[src/rtl/mux_matrix_pkg.sv]
// Shared types and default constants for the mux matrix readout sequencer.
package mux_matrix_pkg;

    localparam int SETTLE_1MS = 100000;
    localparam int ADC_WIDTH  = 12;
    localparam int ADDR_WIDTH = 5;

    typedef enum logic [2:0] {
        ST_IDLE,
        ST_SETTLE,
        ST_CONVERT,
        ST_WAIT_ADC,
        ST_OUTPUT,
        ST_ADVANCE
    } scan_state_e;

endpackage

[src/rtl/mux_matrix_scanner_settle_timer.sv]
// Settle delay counter: cleared on every address change, done_o marks the
// final settle cycle so the next clock can request a conversion.
module settle_timer
    import mux_matrix_pkg::*;
#(
    parameter int SettleCycles = SETTLE_1MS,
    parameter int CntWidth     = 17
) (
    input  logic clk_i,
    input  logic rst_i,
    input  logic clr_i,
    input  logic en_i,
    output logic done_o
);

    localparam logic [CntWidth-1:0] LAST = CntWidth'(SettleCycles - 1);

    logic [CntWidth-1:0] cnt_q, cnt_d;

    always_comb begin
        cnt_d = cnt_q;
        if (clr_i)
            cnt_d = '0;
        else if (en_i)
            cnt_d = cnt_q + 1'b1;
    end

    always_ff @(posedge clk_i) begin
        if (!rst_i)
            cnt_q <= '0;
        else
            cnt_q <= cnt_d;
    end

    assign done_o = (cnt_q == LAST);

endmodule

[src/rtl/mux_matrix_scanner.sv]
// Timed row/column scan of the bolometer mux: settle, convert, emit one
// tagged sample per cell on a valid/ready stream, column index fastest.
module mux_matrix_scanner
    import mux_matrix_pkg::*;
#(
    parameter int Width        = ADDR_WIDTH,
    parameter int Rows         = 2,
    parameter int Cols         = 2,
    parameter int DataWidth    = ADC_WIDTH,
    parameter int SettleCycles = SETTLE_1MS,
    parameter int CntWidth     = 17
) (
    input  logic                 clk_i,
    input  logic                 rst_i,
    input  logic                 start_i,
    input  logic                 continuous_i,
    output logic                 adc_start_o,
    input  logic                 adc_done_i,
    input  logic [DataWidth-1:0] adc_data_i,
    output logic [Width-1:0]     row_o,
    output logic [Width-1:0]     col_o,
    output logic                 mux_en_o,
    output logic                 dev_pol_a_o,
    output logic                 dev_pol_b_o,
    output logic                 pix_valid_o,
    input  logic                 pix_ready_i,
    output logic [DataWidth-1:0] pix_data_o,
    output logic [Width-1:0]     pix_row_o,
    output logic [Width-1:0]     pix_col_o,
    output logic                 frame_done_o,
    output logic                 busy_o
);

    localparam logic [Width-1:0] LAST_ROW = Width'(Rows - 1);
    localparam logic [Width-1:0] LAST_COL = Width'(Cols - 1);

    scan_state_e          state_q, state_d;
    logic [Width-1:0]     row_q, row_d, col_q, col_d;
    logic [DataWidth-1:0] pix_data_q, pix_data_d;
    logic [Width-1:0]     pix_row_q, pix_row_d, pix_col_q, pix_col_d;
    logic                 tmr_clr, tmr_done;

    settle_timer #(
        .SettleCycles (SettleCycles),
        .CntWidth     (CntWidth)
    ) u_settle (
        .clk_i  (clk_i),
        .rst_i  (rst_i),
        .clr_i  (tmr_clr),
        .en_i   (state_q == ST_SETTLE),
        .done_o (tmr_done)
    );

    always_comb begin
        state_d      = state_q;
        row_d        = row_q;
        col_d        = col_q;
        pix_data_d   = pix_data_q;
        pix_row_d    = pix_row_q;
        pix_col_d    = pix_col_q;
        tmr_clr      = 1'b0;
        frame_done_o = 1'b0;
        case (state_q)
            ST_IDLE: begin
                if (start_i) begin
                    row_d   = '0;
                    col_d   = '0;
                    tmr_clr = 1'b1;
                    state_d = ST_SETTLE;
                end
            end
            ST_SETTLE: begin
                if (tmr_done)
                    state_d = ST_CONVERT;
            end
            ST_CONVERT: state_d = ST_WAIT_ADC;
            ST_WAIT_ADC: begin
                if (adc_done_i) begin
                    pix_data_d = adc_data_i;
                    pix_row_d  = row_q;
                    pix_col_d  = col_q;
                    state_d    = ST_OUTPUT;
                end
            end
            ST_OUTPUT: begin
                // Address and capture registers hold until the sample is taken.
                if (pix_ready_i)
                    state_d = ST_ADVANCE;
            end
            ST_ADVANCE: begin
                tmr_clr = 1'b1;
                state_d = ST_SETTLE;
                if (col_q != LAST_COL) begin
                    col_d = col_q + 1'b1;
                end else if (row_q != LAST_ROW) begin
                    col_d = '0;
                    row_d = row_q + 1'b1;
                end else begin
                    frame_done_o = 1'b1;
                    row_d        = '0;
                    col_d        = '0;
                    if (!continuous_i)
                        state_d = ST_IDLE;
                end
            end
            default: state_d = ST_IDLE;
        endcase
    end

    always_ff @(posedge clk_i) begin
        if (!rst_i) begin
            state_q    <= ST_IDLE;
            row_q      <= '0;
            col_q      <= '0;
            pix_data_q <= '0;
            pix_row_q  <= '0;
            pix_col_q  <= '0;
        end else begin
            state_q    <= state_d;
            row_q      <= row_d;
            col_q      <= col_d;
            pix_data_q <= pix_data_d;
            pix_row_q  <= pix_row_d;
            pix_col_q  <= pix_col_d;
        end
    end

    assign row_o       = row_q;
    assign col_o       = col_q;
    assign mux_en_o    = (state_q == ST_IDLE);
    assign adc_start_o = (state_q == ST_CONVERT);
    assign pix_valid_o = (state_q == ST_OUTPUT);
    assign busy_o      = (state_q != ST_IDLE);
    assign pix_data_o  = pix_data_q;
    assign pix_row_o   = pix_row_q;
    assign pix_col_o   = pix_col_q;
    assign dev_pol_a_o = 1'b1;
    assign dev_pol_b_o = 1'b0;

endmodule

[config.mk]
export PLATFORM = sky130hd
export DESIGN_NAME = mux_matrix_scanner
export DESIGN_NICKNAME = d
export VERILOG_FILES = /design/src/rtl/mux_matrix_pkg.sv /design/src/rtl/mux_matrix_scanner_settle_timer.sv /design/src/rtl/mux_matrix_scanner.sv
export SDC_FILE = /design/constraint.sdc
export NUM_CORES = 1
export LEC_CHECK = 0
export CAP_MARGIN = 30
export CORE_MARGIN = 5
export CORE_UTILIZATION = 49
export CTS_CLUSTER_DIAMETER = 100
export CTS_CLUSTER_SIZE = 28
export DETAILED_ROUTE_END_ITERATION = 16
export HOLD_SLACK_MARGIN = 0.06
export MAX_ROUTING_LAYER = met4
export PLACE_DENSITY = 0.79
export SYNTH_ARGS = -nofsm -noshare
export SYNTH_HDL_FRONTEND = slang
export SYNTH_SLANG_ARGS = --single-unit
[constraint.sdc]
create_clock -name clk_i -period 2.5 [get_ports clk_i]
set_clock_uncertainty 0.2 [all_clocks]
set_input_delay 0.25 -clock clk_i [delete_from_list [all_inputs] [get_ports clk_i]]
set_output_delay 0.25 -clock clk_i [all_outputs]
set_load 0.02 [all_outputs]
======== Word level (Yosys, flattened, before mapping) ========
Index checks and enable logic that the tools add are counted.
operators by class
  eq/ne operators ......................... 13
  bitwise gates (word level) .............. 1
  mux-type cells .......................... 19
  reductions and logical operators ........ 8
  add/subtract/negate cells ............... 3
operator list
  operator                                                count
  two-way mux 5 bit                                       4
  one-hot mux 5 bit (2 select lines)                      2
  one-hot mux 3 bit (6 select lines)                      1
  adder 17 x 1 -> 17 bit (second input constant)          1
  equality test 17 bit (second input constant)            1
  two-way mux 3 bit                                       4
  adder 5 x 1 -> 5 bit (second input constant)            2
  inequality test 5 x 1 -> 1 bit (second input constant)  2
  inequality test 2 bit (second input constant)           4
  two-way mux 1 bit                                       7
  equality test 3 x 2 -> 1 bit (second input constant)    2
  equality test 3 bit (second input constant)             2
  AND reduction 2 bit                                     2
  AND reduction 4 bit                                     1
  equality test 3 x 1 -> 1 bit (second input constant)    1
  zero test 3 bit                                         1
  AND reduction 3 bit                                     1
  nonzero test 3 bit                                      1
  inequality test 2 x 1 -> 1 bit (second input constant)  1
  one-hot mux 1 bit (2 select lines)                      1
  nonzero test 2 bit                                      1
  OR reduction 2 bit                                      1
  inverter 1 bit                                          1
word-level totals
  register bits after elaboration ......... 52
  word-level logic and storage cells ...... 51

======== Logic depth before layout (Yosys ltp) ========
Gate-level depths: netlist (run 1).
  word-level depth ........................ 4
  gate-level depth with buffers ........... 6

======== Hierarchy ========
From an unflattened synthesis (run 1), not the netlist that was laid out.
unflattened totals
  cell total of the unflattened synthesis .. 286
  area total of the unflattened synthesis .. 2419.8 µm²
modules (own cells, without submodules)
  module              area each (µm²)  instances  cells an instance
  mux_matrix_scanner  1606.5           1          191
  settle_timer        813.3            1          95

======== Least setup slack after synthesis (run 1) ========
No wires, ideal clock.
  path kind ............................... register to register
  from .................................... register col_q[0] (netlist: col_o[0])
  to ...................................... register row_q[4] (netlist: row_o[4])
  library setup time ...................... 72 ps
  buffers on the path ..................... 0
  cell stages (with the launch flop) ...... 6
  arrival time ............................ 1888 ps
  setup slack ............................. 340 ps
  required time ........................... 2228 ps
  clock period less this slack ............ 2160 ps
  cell sequence ........................... dfxtp_1 > ha_1 > nor4b_2 > a21oi_1 > or4_1 > a21oi_1
on the way
  word-level cells in the longest chain between the ends .. 3
ends and longest elaborated chain
  item                             RTL line                   text
  start: declaration               mux_matrix_scanner.sv:38   logic [Width-1:0] row_q, row_d, col_q, col_d;
  start signal: assignment         mux_matrix_scanner.sv:121  col_q <= col_d;
  inequality test 5 x 1 -> 1 bit   mux_matrix_scanner.sv:93   if (col_q != LAST_COL) begin
  inequality test 2 bit (no line)  -
  AND reduction 3 bit (no line)    -
  end signal: assignment           mux_matrix_scanner.sv:120  row_q <= row_d;
  end: declaration                 mux_matrix_scanner.sv:38
No other way between the ends.
A chain may end at the register's enable or synchronous reset.

======== Worst setup path after layout (run 1) ========
  from .................................... register state_q[1]
  to ...................................... output port adc_start_o
on the way
  word-level cells in the longest chain between the ends .. 1
ends and longest elaborated chain
  item                          RTL line                   text
  start: declaration            mux_matrix_scanner.sv:37   scan_state_e state_q, state_d;
  start signal: assignment      mux_matrix_scanner.sv:119  state_q <= state_d;
  equality test 3 x 2 -> 1 bit  mux_matrix_scanner.sv:131  assign adc_start_o = (state_q == ST_CONVERT);
  end: declaration              mux_matrix_scanner.sv:17   output logic adc_start_o,
No other way between the ends.

==> results by group, run 1 <==
Run status
  • Run status: finished, final reports clean

Synthesis
  • Top FF cell, synth: dfxtp_1
  • Post-synth top area share: 0.4433
  • Average size of a mapped cell: 8.070 um^2
  • Dominant cells by area after synthesis: dfxtp_1, nand2_1, a21oi_1
  • EDFF count, synth: 0
  • Post-synthesis net count: 314
  • Synthesized instance count: 291
  • Largest area contributor in the netlist: dfxtp_1
  • Post-synthesis sequential area ratio: 0.4433
  • Number of register bits inferred by synthesis: 52
  • Post-synth cell types: 43
  • Yosys Warn Count: 0
  • Post-Syn Area: 2349 um^2
  • Synth async-reset ratio: 0

Pwr
  • Combinational Power Share: 0.265
  • Power per cell area: 659.5 nW/um^2
  • Sw frac: 0.3034
  • Switching pwr: 616.5 uW
  • Lkg Pwr: 0.001048 uW
  • Worst vdd ir: 523.7 uV
  • Cell internal pwr: 1416 uW
  • Clock Power Share: 0.280
  • Flop pwr share: 0.455

Min path
  • Worst Hold Depth: 2
  • Worst min-delay path category: flop to flop

Timing
  • Hold WS: 0.2567 ns
  • Total negative slack for setup checks: 0 ns
  • Min Tclk post-route: 2.343 ns
  • Worst-Margin Slew: 0.6503 ns
  • Max Transition Viols Final: 0
  • Final setup fails: 0
  • Maximum clock frequency: 426.7 MHz
  • RSZ-0062 raised after global routing: false
  • Slew HR: 0.5655
  • Hold Violations, Final: 0
  • Final period util: 0.9374

Routing
  • Initial DRC Count: 171
  • Via density: 5.354
  • Drt total wl: 5402 um
  • First drt pass iteration count: 4
  • Avg WL per Cell: 13.47 um
  • Post-route ant nets: 0
  • Residual DRC: 0
  • Vias: 2,147

Clock network
  • Sink Count: 52
  • Worst-Skew Late Latency: 0.30 ns
  • Post-CTS setup buffers: 0
  • CTS Buf Count: 5
  • TritonCTS clock tree: done
  • Root Buffer: clkbuf_8
  • CTS Hold Bufs: 0
  • H-tree depth: 2
  • CTS max path bufs: 2
  • Clock slew at reported path FFs: 0.10 ns

Finish
  • Fillers: 413
  • Antenna cells: 0
  • Area Growth Syn to Fin: 31.22%
  • Commonest non-fill, non-tap cell in the layout: nand2_1
  • Most frequent cells in the layout: nand2_1, clkdlybuf4s50_1, dfxtp_1
  • Final #Nets: 369
  • Share of post-route cells with drive strength above 1: 0.06916

Global route
  • GRT Total Usage: 0.1863
  • Largest net degree at the start of global routing: 25
  • Vias in the first global route: 1,937
  • Initial antenna violation count: 0
  • First-pass GRT wire length: 9259 um
  • Grt total ovfl: 0

Floorplan
  • Starting density of the core: 0.5005
  • Die width: 79.23 um
  • Area of the core: 4692 um^2
  • I/O pin cnt: 57
  • Die area: 6277 um^2
  • Die H: 79.23 um
  • Placement Rows: 25

Critical path
  • Required time worst endpoint: 2.05 ns
  • Critical path peak fanout: 12
  • Worst Setup End Kind: primary output
  • CP Launch Type: flop
  • CP Data Arrival Time: 1.89 ns
  • Critical path class: flop to primary output
  • FF-to-FF path depth: 4

Placement
  • RePlAce Congestion: 0.8711
  • Post-DP HPWL: 3889 um
  • Number of port buffers: 54

Job
  • Max-Cap Viols: 0
power by group through the flow:
stage / sequential [uW] / clock [uW] / combinational, uW
after floorplan: 955 / 0 / 302
after global placement: 938 / 0 / 532
after detailed placement: 941 / 0 / 533
after CTS: 923 / 589 / 540
after global routing: 935 / 622 / 594
final: 924 / 570 / 539
logic make-up after synthesis:
| kind of cell | Yosys count | synth area share |
|---|---|---|
| AOI/OAI and AO/OA | 56 | 0.1321 |
| muxes | 4 | 0.01705 |
| xor gates and xnor gates | 10 | 0.03730 |
| buffers and inverters | 27 | 0.04741 |
| other | 2 | 0.003198 |
| DFF | 52 | 0.4433 |
| adders and majority gates | 5 | 0.02664 |
| and+or+nand+nor | 135 | 0.2930 |
path summary, 6_finish.rpt:
check	start	endpoint	slack [ns]
max	state_q[1]$_SDFFE_PN0P_	adc_start_o	0.16
min	pix_data_o[9]$_SDFFE_PN0P_	pix_data_o[9]$_SDFFE_PN0P_	0.26
max reg2reg	state_q[1]$_SDFFE_PN0P_	u_settle.cnt_q[16]$_SDFFE_PP0P_	0.27
min reg2reg	pix_data_o[9]$_SDFFE_PN0P_	pix_data_o[9]$_SDFFE_PN0P_	0.26
worst max-delay path: stages (launching register included):
cell and delay (ns):
dfxtp_1 0.52, inv_1 0.10, nor3_1 0.30, clkdlybuf4s50_1 0.67
cells in the mapped netlist, types with 2 or more instances:
cell       n
dfxtp_1   52
nand2_1   56
nor3_1     8
ha_1       5
nor2_1    19
conb_1     2
nand3_1   10
buf_4      2
nor3b_1    2
a21o_1     2
mux2i_1    4
nand4_1    3
inv_1     10
or3_1      8
nor4_1     5
or4_1      5
o31ai_1    4
a21oi_1   36
nand4b_1   3
xnor2_1    8
buf_2      2
xor2_1     2
o21ai_0    9
nor4b_1    2
nand2b_1   2
and3_1     2
clkbuf_1  12
metrics by stage:
step | setup slack [ns] | cells | area (um^2) | power (uW) | utilization
final | 0.1566 | 401 | 3082 | 2032 | 0.6568
after global routing | 0.05234 | 401 | 3082 | 2151 | 0.6568
after CTS | 0.009097 | 401 | 3079 | 2053 | 0.6563
after detailed placement | 0.2933 | 393 | 2965 | 1474 | 0.6320
after floorplan | 0.3400 | 291 | 2349 | 1257 | -
after global placement | 0.3400 | 393 | 2965 | 1470 | 0.6320
timing repair:
action / CTS / global route
endpoints found under the hold margin: 0 / 0
setup endpoints to repair: 1 / 1
gates resized for setup: 2 / 1
final cells by class:
| type | instances | area (um^2) | share of cell area |
|---|---|---|---|
| Multi-Input combinational cell | 212 | 1196 | 0.3881 |
| Inverter | 10 | 37.54 | 0.01218 |
| Clock inverter | 3 | 42.54 | 0.01380 |
| Clock buffer | 5 | 68.82 | 0.02233 |
| Timing Repair Buffer | 65 | 625.6 | 0.2030 |
| Tap cell | 54 | 67.56 | 0.02192 |
| Sequential cell | 52 | 1044 | 0.3386 |
flip-flops by register name (all words and copies together), names as in the netlist:
name / flops
u_settle.cnt_q: 17
pix_data_o: 12
col_o: 5
pix_col_o: 5
pix_row_o: 5
row_o: 5
state_q: 3
routing by layer:
layer,vias to the layer above,wire length (um),GRT usage
li1,1115,-,-
met1,982,2521,0.2493
met2,43,2588,0.2879
met3,7,228,0.03061
met4,0,63,0.06186
met5,-,0,-
No activity file was read; power rests on OpenSTA's default activity.
==> inputs of run 2 (changes only) <==
--- a/config.mk
+++ b/config.mk
@@ -5,6 +5,7 @@
 export SDC_FILE = /design/constraint.sdc
 export NUM_CORES = 1
 export LEC_CHECK = 0
+export ABC_CLOCK_PERIOD_IN_PS = 2500
 export CAP_MARGIN = 30
 export CORE_MARGIN = 5
 export CORE_UTILIZATION = 49
==> results of run 2 <==
Final layout, timing and power as in run 1 (identical DEF).
==> inputs of run 3 (changes only) <==
--- a/config.mk
+++ b/config.mk
@@ -5,16 +5,16 @@
 export SDC_FILE = /design/constraint.sdc
 export NUM_CORES = 1
 export LEC_CHECK = 0
-export ABC_CLOCK_PERIOD_IN_PS = 2500
+export ABC_CLOCK_PERIOD_IN_PS = 2900
 export CAP_MARGIN = 30
 export CORE_MARGIN = 5
-export CORE_UTILIZATION = 49
+export CORE_UTILIZATION = 53
 export CTS_CLUSTER_DIAMETER = 100
 export CTS_CLUSTER_SIZE = 28
 export DETAILED_ROUTE_END_ITERATION = 16
 export HOLD_SLACK_MARGIN = 0.06
 export MAX_ROUTING_LAYER = met4
-export PLACE_DENSITY = 0.79
+export PLACE_DENSITY = 0.85
 export SYNTH_ARGS = -nofsm -noshare
 export SYNTH_HDL_FRONTEND = slang
 export SYNTH_SLANG_ARGS = --single-unit
==> constraint.sdc (replaced) <==
create_clock -name clk_i -period 2.9 [get_ports clk_i]
set_clock_uncertainty 0.2 [all_clocks]
set_input_delay 0.29 -clock clk_i [delete_from_list [all_inputs] [get_ports clk_i]]
set_output_delay 0.29 -clock clk_i [all_outputs]
set_load 0.02 [all_outputs]
==> run 3 against run 2 <==
Against the previous run: sequential cell count did not move; sequential share of layout area rose by 0.39 points; critical endpoint is now frame_done_o; first-iteration DRC count fell by 3.5%; global-route usage rose by 1.7 points; largest cell class unchanged; largest power group unchanged.
==> results by group, run 3 (synthesized netlist as in run 1, its figures left out) <==
Floorplan
  • Starting density of the core: 0.5431 (+0.04258)
  • I/O pin cnt: 57 (unchanged)
  • Area of the core: 4324 um^2 (-7.8%)
  • Placement Rows: 24 (-4.0%)
  • Die H: 76.57 um (-3.4%)
  • Die width: 76.57 um (-3.4%)
  • Die area: 5862 um^2 (-6.6%)

Finish
  • Fillers: 356 (-14%)
  • Final #Nets: 363 (-1.6%)
  • Area of the multi-input gates: 1196 um^2 (unchanged)
  • Largest reg by FF count: u_settle.cnt_q
  • Finished Cell Area: 3039 um^2 (-1.4%)
  • Area Growth Syn to Fin: 29.41%
  • Most frequent cells in the layout: nand2_1, clkdlybuf4s50_1, dfxtp_1
  • FF/Latch Area: 1041 um^2 (-0.24%)
  • Max reg flops: 17 (unchanged)
  • Share of post-route cells with drive strength above 1: 0.04692 (-0.02224)
  • Antenna cells: 0 (unchanged)
  • Commonest non-fill, non-tap cell in the layout: nand2_1

Pwr
  • Sw frac: 0.3058 (+0.002397)
  • Flop pwr share: 0.464 (+0.009)
  • Power per cell area: 576.7 nW/um^2 (-13%)
  • Switching pwr: 535.9 uW (-13%)
  • Lkg Pwr: 0.001006 uW (-4.0%)
  • Clock Power Share: 0.298 (+0.018)
  • Cell internal pwr: 1217 uW (-14%)
  • Worst vdd ir: 565.6 uV (+8.0%)
  • Combinational Power Share: 0.238 (-0.027)

Clock network
  • Clock slew at reported path FFs: 0.10 ns (about the same)
  • Post-CTS setup buffers: 0 (unchanged)
  • H-tree depth: 2 (unchanged)
  • CTS Hold Bufs: 0 (unchanged)
  • Root Buffer: clkbuf_8
  • CTS resizes: 0 (-2)
  • CTS max path bufs: 2 (unchanged)
  • Worst-Skew Late Latency: 0.31 ns (about the same)
  • CTS Buf Count: 5 (unchanged)
  • TritonCTS clock tree: done
  • Sink Count: 52 (unchanged)

Critical path
  • Critical path class: flop to primary output
  • Critical path peak fanout: 6 (-6)
  • Worst-path cell chain: ha_1, nor4b_1, and3_1, clkdlybuf4s50_1
  • Crit path largest cell delay: 0.60 ns (-0.07 ns)
  • Required time worst endpoint: 2.41 ns (+0.36 ns)
  • CP Launch Type: flop
  • CP Data Arrival Time: 2.19 ns (+0.30 ns)
  • Worst Setup End Kind: primary output
  • Slowest CP cell: clkdlybuf4s50_1

Timing
  • Min Tclk post-route: 2.682 ns
  • Final setup fails: 0 (unchanged)
  • Final period util: 0.9247
  • RSZ-0062 raised after global routing: false
  • Slew HR: 0.5195 (-0.04599)
  • Max Transition Viols Final: 0 (unchanged)
  • Worst-Margin Slew: 0.7152 ns (+0.06489 ns)
  • Maximum clock frequency: 372.9 MHz
  • Total negative slack for setup checks: 0 ns (unchanged)
  • Hold Violations, Final: 0 (unchanged)

Routing
  • First drt pass iteration count: 4 (unchanged)
  • Initial DRC Count: 165 (-3.5%)
  • Via density: 5.583 (+4.3%)
  • Vias: 2,194 (+2.2%)
  • Residual DRC: 0 (unchanged)
  • Drt total wl: 5748 um (+6.4%)
  • Post-route ant nets: 0 (unchanged)
  • Avg WL per Cell: 14.63 um (+8.6%)

Run status
  • Run status: finished, final reports clean

Min path
  • Worst min-delay path category: flop to flop

Placement
  • Post-DP Area: 2918 um^2 (-1.6%)
  • Number of port buffers: 54 (unchanged)
  • Post-DP HPWL: 4129 um (+6.2%)
  • RePlAce Congestion: 0.8452 (-3.0%)

Global route
  • Vias in the first global route: 2,059 (+6.3%)
  • GRT Total Usage: 0.2029 (+0.01660)
  • Grt total ovfl: 0 (unchanged)
  • First-pass GRT wire length: 9535 um (+3.0%)
  • Largest net degree at the start of global routing: 26 (+4.0%)
  • Initial antenna violation count: 0 (unchanged)

Job
  • Max-Cap Viols: 0 (unchanged)
==> run 3: cell types whose count changed in the layout (fill, tap and decap cells not counted), sizes merged <==
cell and change:
dlymetal6s2s -1, clkbuf +1, clkdlybuf4s50 +1, clkinvlp -1, buf -6
==> run 3: critical path, delay by kind of cell, from the launching register on <==
kind	cells	cell delay, ns
simple gates	2	0.65
fa+ha+maj	1	0.17
flops	1	0.46
buf+inv	1	0.60
==> run 3: path summary, 6_finish.rpt <==
path,start,end,slack [ns],depth (start not counted)
max,row_o[0]$_SDFFE_PN0P_,frame_done_o,0.22,4
min,pix_data_o[8]$_SDFFE_PN0P_,pix_data_o[8]$_SDFFE_PN0P_,0.26,2
max reg2reg,state_q[0]$_SDFFE_PN0P_,u_settle.cnt_q[14]$_SDFFE_PP0P_,0.43,4
min reg2reg,pix_data_o[8]$_SDFFE_PN0P_,pix_data_o[8]$_SDFFE_PN0P_,0.26,2
==> run 3: layout make-up <==
type | count | share of cell area
clock inverter | 2 | 0.01276
sequential | 52 | 0.3425
inverter | 10 | 0.01235
timing repair buffer | 59 | 0.1902
multi-input combinational | 212 | 0.3936
clock buffer | 6 | 0.02717
tap | 52 | 0.02141
==> run 3: through the flow <==
stage	instances	hold slack, ns	total power [uW]	setup slack (ns)	utilization
after CTS	393	0.2612	1763	0.1967	0.7028
after detailed placement	385	0.2472	1241	0.4801	0.6748
final	393	0.2575	1753	0.2183	0.7028
after global routing	393	0.2828	1845	0.05627	0.7028
after global placement	385	0.2414	1228	0.5290	0.6748
after floorplan	291	0.2260	1083	0.7400	-
==> run 3: metal layers <==
metal	up-vias	track usage	share of wire
met5	-	-	0
met4	0	0.07692	0.021
met3	12	0.04492	0.039
met2	50	0.3245	0.48
met1	1034	0.2496	0.46
li1	1098	-	-
==> run 3: power groups by stage <==
stage               Combinational (uW)  Clock [uW]  Sequential [uW]
CTS                                417         536              810
detailed placement                 413           0              828
global placement                   405           0              822
floorplan                          260           0              823
global route                       454         569              822
finish                             418         522              813
